## src/rtl/execute_stage.sv

```systemverilog
// rtl/execute_stage.sv - Execute stage: Decode->Execute pipeline register plus scalar and vector ALUs
module execute_stage (
    input  logic         clk,
    input  logic         reset,
    input  logic [19:0]  nop_mux_output_in,
    input  logic [15:0]  srcA_in,
    input  logic [15:0]  srcB_in,
    input  logic [127:0] srcA_vector_in,
    input  logic [127:0] srcB_vector_in,
    input  logic [4:0]   rs1_decode,
    input  logic [4:0]   rs2_decode,
    input  logic [4:0]   rd_decode,
    input  logic [15:0]  alu_src_A,
    input  logic [15:0]  alu_src_B,
    input  logic [127:0] alu_src_vector_A,
    input  logic [127:0] alu_src_vector_B,
    output logic         wre_execute,
    output logic         vector_wre_execute,
    output logic         write_memory_enable_a_execute,
    output logic         write_memory_enable_b_execute,
    output logic [1:0]   select_writeback_data_mux_execute,
    output logic [1:0]   select_writeback_vector_data_mux_execute,
    output logic [4:0]   aluOp_execute,
    output logic [4:0]   aluVectorOp_execute,
    output logic         load_instruction,
    output logic [15:0]  srcA_out,
    output logic [15:0]  srcB_out,
    output logic [127:0] srcA_vector_out,
    output logic [127:0] srcB_vector_out,
    output logic [4:0]   rs1_execute,
    output logic [4:0]   rs2_execute,
    output logic [4:0]   rd_execute,
    output logic [7:0]   alu_result_execute,
    output logic [127:0] alu_vector_result_execute
);

    // Scalar ALU only looks at the low byte; control bit 0 is reserved.
    logic unused_bits;
    assign unused_bits = &{1'b0, alu_src_A[15:8], alu_src_B[15:8], nop_mux_output_in[0]};

    // One 8-bit lane: shared by the scalar ALU and each vector lane.
    function automatic logic [7:0] lane_alu(input logic [4:0] op, input logic [7:0] a, input logic [7:0] b);
        logic [2:0] sh;
        logic [3:0] inv;
        sh  = b[2:0];
        inv = 4'd8 - {1'b0, sh};
        case (op)
            5'd0:    lane_alu = a + b;
            5'd1:    lane_alu = a - b;
            5'd2:    lane_alu = a & b;
            5'd3:    lane_alu = a | b;
            5'd4:    lane_alu = a ^ b;
            5'd5:    lane_alu = a << sh;
            5'd6:    lane_alu = a >> sh;
            5'd7:    lane_alu = (a << sh) | (a >> inv);
            5'd8:    lane_alu = (a >> sh) | (a << inv);
            5'd9:    lane_alu = a * b;
            5'd10:   lane_alu = a;
            5'd11:   lane_alu = b;
            default: lane_alu = 8'd0;
        endcase
    endfunction

    // Decode->Execute pipeline register; a zero control word is a bubble.
    always_ff @(posedge clk or posedge reset) begin
        if (reset) begin
            wre_execute                              <= 1'b0;
            vector_wre_execute                       <= 1'b0;
            write_memory_enable_a_execute            <= 1'b0;
            write_memory_enable_b_execute            <= 1'b0;
            select_writeback_data_mux_execute        <= 2'd0;
            select_writeback_vector_data_mux_execute <= 2'd0;
            aluOp_execute                            <= 5'd0;
            aluVectorOp_execute                      <= 5'd0;
            load_instruction                         <= 1'b0;
            srcA_out                                 <= 16'd0;
            srcB_out                                 <= 16'd0;
            srcA_vector_out                          <= 128'd0;
            srcB_vector_out                          <= 128'd0;
            rs1_execute                              <= 5'd0;
            rs2_execute                              <= 5'd0;
            rd_execute                               <= 5'd0;
        end else begin
            wre_execute                              <= nop_mux_output_in[19];
            vector_wre_execute                       <= nop_mux_output_in[18];
            write_memory_enable_a_execute            <= nop_mux_output_in[17];
            write_memory_enable_b_execute            <= nop_mux_output_in[16];
            select_writeback_data_mux_execute        <= nop_mux_output_in[15:14];
            select_writeback_vector_data_mux_execute <= nop_mux_output_in[13:12];
            aluOp_execute                            <= nop_mux_output_in[11:7];
            aluVectorOp_execute                      <= nop_mux_output_in[6:2];
            load_instruction                         <= nop_mux_output_in[1];
            srcA_out                                 <= srcA_in;
            srcB_out                                 <= srcB_in;
            srcA_vector_out                          <= srcA_vector_in;
            srcB_vector_out                          <= srcB_vector_in;
            rs1_execute                              <= rs1_decode;
            rs2_execute                              <= rs2_decode;
            rd_execute                               <= rd_decode;
        end
    end

    // Scalar ALU on the forwarded low bytes.
    always_comb begin
        alu_result_execute = lane_alu(aluOp_execute, alu_src_A[7:0], alu_src_B[7:0]);
    end

    // Vector ALU: 16 independent lanes; op 9 broadcasts B lane 0 into an add, op 11 is undefined here.
    always_comb begin
        alu_vector_result_execute = '0;
        for (int i = 0; i < 16; i++) begin
            if (aluVectorOp_execute == 5'd9)
                alu_vector_result_execute[8*i +: 8] = lane_alu(5'd0, alu_src_vector_A[8*i +: 8], alu_src_vector_B[7:0]);
            else if (aluVectorOp_execute == 5'd11)
                alu_vector_result_execute[8*i +: 8] = 8'd0;
            else
                alu_vector_result_execute[8*i +: 8] = lane_alu(aluVectorOp_execute, alu_src_vector_A[8*i +: 8],
                                                               alu_src_vector_B[8*i +: 8]);
        end
    end

endmodule

```

## config.mk

```make
export PLATFORM = sky130hd
export DESIGN_NAME = execute_stage
export DESIGN_NICKNAME = d
export VERILOG_FILES = /design/src/rtl/execute_stage.sv
export SDC_FILE = /design/constraint.sdc
export NUM_CORES = 2
export LEC_CHECK = 0
export BUFFER_PORTS_ARGS = -buffer_cell sky130_fd_sc_hd__buf_2
export CAP_MARGIN = 20
export CORE_AREA = 2 2 423 425
export CTS_CLUSTER_SIZE = 8
export DETAILED_ROUTE_END_ITERATION = 7
export DIE_AREA = 0 0 425 427
export HOLD_SLACK_MARGIN = 0.1
export PLACE_DENSITY = 0.46
export SLEW_MARGIN = 5
export SYNTH_ARGS = -nofsm -noshare
export SYNTH_HDL_FRONTEND = slang
export SYNTH_SLANG_ARGS = --single-unit
export TNS_END_PERCENT = 100
```

## constraint.sdc

```tcl
create_clock -name clk -period 14.24 [get_ports clk]
set_clock_uncertainty 0.2 [all_clocks]
set_input_delay 2.848 -clock clk [delete_from_list [all_inputs] [get_ports clk]]
set_output_delay 2.848 -clock clk [all_outputs]
set_load 0.1 [all_outputs]
```

==> reports/results.ini <==
[status]
status=complete, no violations

[die]
dieArea_um2=181000
dieHeight_um=427
num_rows=155
die_x_um=425
ioPinCount=1071
core_area_um2=177000
initial_utilization_pct=26.2

[logic_synthesis]
yosysUniqueCellTypes=103
synth_cells=5572
avgSynthCellArea_um2=8.34
synth_top_area_share_pct=17.3
synth-edff-count=0
mappedNetlistArea_um2=46400
yosys_warnings=0
synth_flop_cell=dfrtp_1
synth.ff_latch_count=322
synth_largest_area_cell=dfrtp_1
async_flop_share_pct=100
syn_nets=6776
synth_common_cells=546 x ha_1, 432 x nor2_1, 429 x nand2_1
synth_most_common_cell=ha_1
synthTopCellsByArea=dfrtp_1 17%, ha_1 15%, mux4_2 7.6%
seq_area_frac_synth_pct=17.3

[place]
routabilityCongestion=0.920
dp_hpwl_um=194000
place.port_buffers=1053

[setup_path]
crit_start=alu_src_vector_B[40]
cpPeakStageDelay_ps=850
endpoint_kind=output pin
cpMaxStageDelayCell=ha_1
path_cells=buf_2 > inv_1 > ha_1 > a21oi_1 > fa_1 > a21o_1 > a21oi_1 > o21ai_0 > xor2_1 > a2111oi_0 > o31ai_1 > buf_2
cp-start-kind=input pin
worstSetupPathType=input pin to output pin
cp.arrival_ps=7440
timing.critical_path.buf_inv=3
cp_data_required_time_ps=11190
cp_max_fo=32
path_delay_family=compound AO/OA/AOI/OAI gates

[clocking]
numCtsBuffers=50
htree_levels=2
clk_pin_slew_ps=50
ctsResizeCount=0
cts_setup_buffers=0
cts_hold_buffers=0
cts_root_buffer=clkbuf_16
cts_max_path_buffers=3
cts_tree=yes
clock_sinks=322

[timing]
drv_slew=0
rsz0062_at_grt=false
setup-violations-final=0
max_slew_margin_pct=24.5
timing.final.crit_share_pct=73.7
tightest_slew_ps=1130
hold_ws_ps=2080
hold_viol=0
finalSetupTns_ps=0
fmax_ghz=0.0953
min_period_ps=10490

[power]
power_frac_comb_pct=53.1
sw_frac_of_total_pct=48.6
power_frac_seq_pct=21.6
power_frac_clock_pct=25.4
p_sw_uw=2240
power_density_nw_per_um2=83.5
vdd_drop_max_v=0.000127
p_int_uw=2370
power.leakage_uw=0.0248

[route]
drt-total-wl_um=262000
drt_first_pass_iters=6
via_per_inst=5.73
wl_per_cell_um=29.8
drtAntennaViolNets=0
via_count=50400
drcViolationCount=0
drtIter0Drc=5476

[global_route]
grt_pass1_vias=48400
antenna_found_initial=106
overflow=0
grt_max_degree=141
grt_first_pass_wirelength_um=364000
grt_usage_pct=27.4

[run]
max-cap-violations=0

[finish]
drive_above_1_share_pct=23.7
syn_to_final_growth_pct=18.9
fillers=19100
nets=7546

[worst_hold_path]
min_path_type=input pin to register
min_to=srcB_vector_out[106]$_DFF_PP0_
hold_start=srcB_vector_in[106]
hold_depth=1

-- worst max-delay path by stage --
stage,to,slack (ps),cells past startpoint
3_5_place_dp,alu_result_execute[7],3940,15
4_1_cts,alu_vector_result_execute[46],3930,12
5_1_grt,alu_vector_result_execute[69],3570,12
6_report,alu_vector_result_execute[46],3750,12
3_3_place_gp,alu_result_execute[7],3920,15
2_1_floorplan,aluOp_execute[0]$_DFF_PP0_,2280,1
-- kinds of logic after synthesis --
kind of cell             count (synthesis)  share of synthesized area [%]
AO/OA/AOI/OAI                         1612                           23.7
AND/OR/NAND/NOR                       1468                           14.9
buffers and inverters                  813                           7.26
adder cells (fa/ha/maj)                591                           16.6
multiplexers                           439                           13.9
XOR/XNOR                               327                           6.21
flip-flops                             322                           17.3
-- placed cells by master, fill, tap and decap left out, types with 79 or more instances in the layout --
cell      Yosys  final
a21oi_1     288    288
a22oi_1      97     97
buf_2       143   1053
dfrtp_1     322    321
ha_1        546    546
inv_1       372    370
mux2_2       84     84
mux2i_1     198    198
mux4_2      157    157
nand2_1     429    425
nand2b_1     79     79
nand3_1     128    127
nor2_1      432    429
nor3_1      117    117
o211ai_1     90     90
o21ai_0     360    360
xnor2_1     226    226
xor2_1      100    100
-- metal layers --
layer	part of all wire [%]	track usage (%)	vias to the layer above	wire length (um)
met5	0.076	0	-	200
met4	6.3	16.1	30	16600
met3	8.5	6.38	582	22400
met2	45	43.2	2725	119000
met1	40	34.2	24800	104000
li1	-	-	22200	-
-- power groups by stage --
stage	Clock, uW	Sequential [uW]	Combinational (uW)
after CTS	1190	993	2430
after global placement	0	1010	2410
after global routing	1230	996	2600
after detailed placement	0	1010	2420
after floorplan	0	1340	1410
final	1170	994	2450
-- final cells by class --
class | count | area [um^2] | share of cell area (%)
multi-input cells | 4437 | 35200 | 63.6
flip-flops and latches | 322 | 8060 | 14.6
repair buffers | 1131 | 5870 | 10.6
well taps | 2355 | 2950 | 5.33
inverters | 400 | 1510 | 2.73
clock buffers | 53 | 1280 | 2.32
clock inverters | 11 | 224 | 0.405
diodes | 78 | 195 | 0.353
-- sequential cells by signal, indices dropped and copies added (netlist names) --
register                                  count
rs1_execute                                   5
rs2_execute                                   5
aluVectorOp_execute                           5
select_writeback_vector_data_mux_execute      2
srcA_vector_out                             128
write_memory_enable_b_execute                 1
aluOp_execute                                 5
srcB_out                                     16
srcA_out                                     16
srcB_vector_out                             128
write_memory_enable_a_execute                 1
wre_execute                                   1
load_instruction                              1
vector_wre_execute                            1
select_writeback_data_mux_execute             2
rd_execute                                    5
-- through the flow --
stage	cell area, um^2	power (uW)	setup slack (ps)	instances	util [%]
after detailed placement	53500	3420	3940	8643	30.2
after global placement	53500	3410	3920	8643	30.2
after CTS	55000	4610	3930	8707	31.0
after floorplan	46400	2750	2280	5572	-
after global routing	55200	4820	3570	8778	31.2
final	55200	4610	3750	8787	31.2
Note: power is estimated with default switching activity, not from simulation.
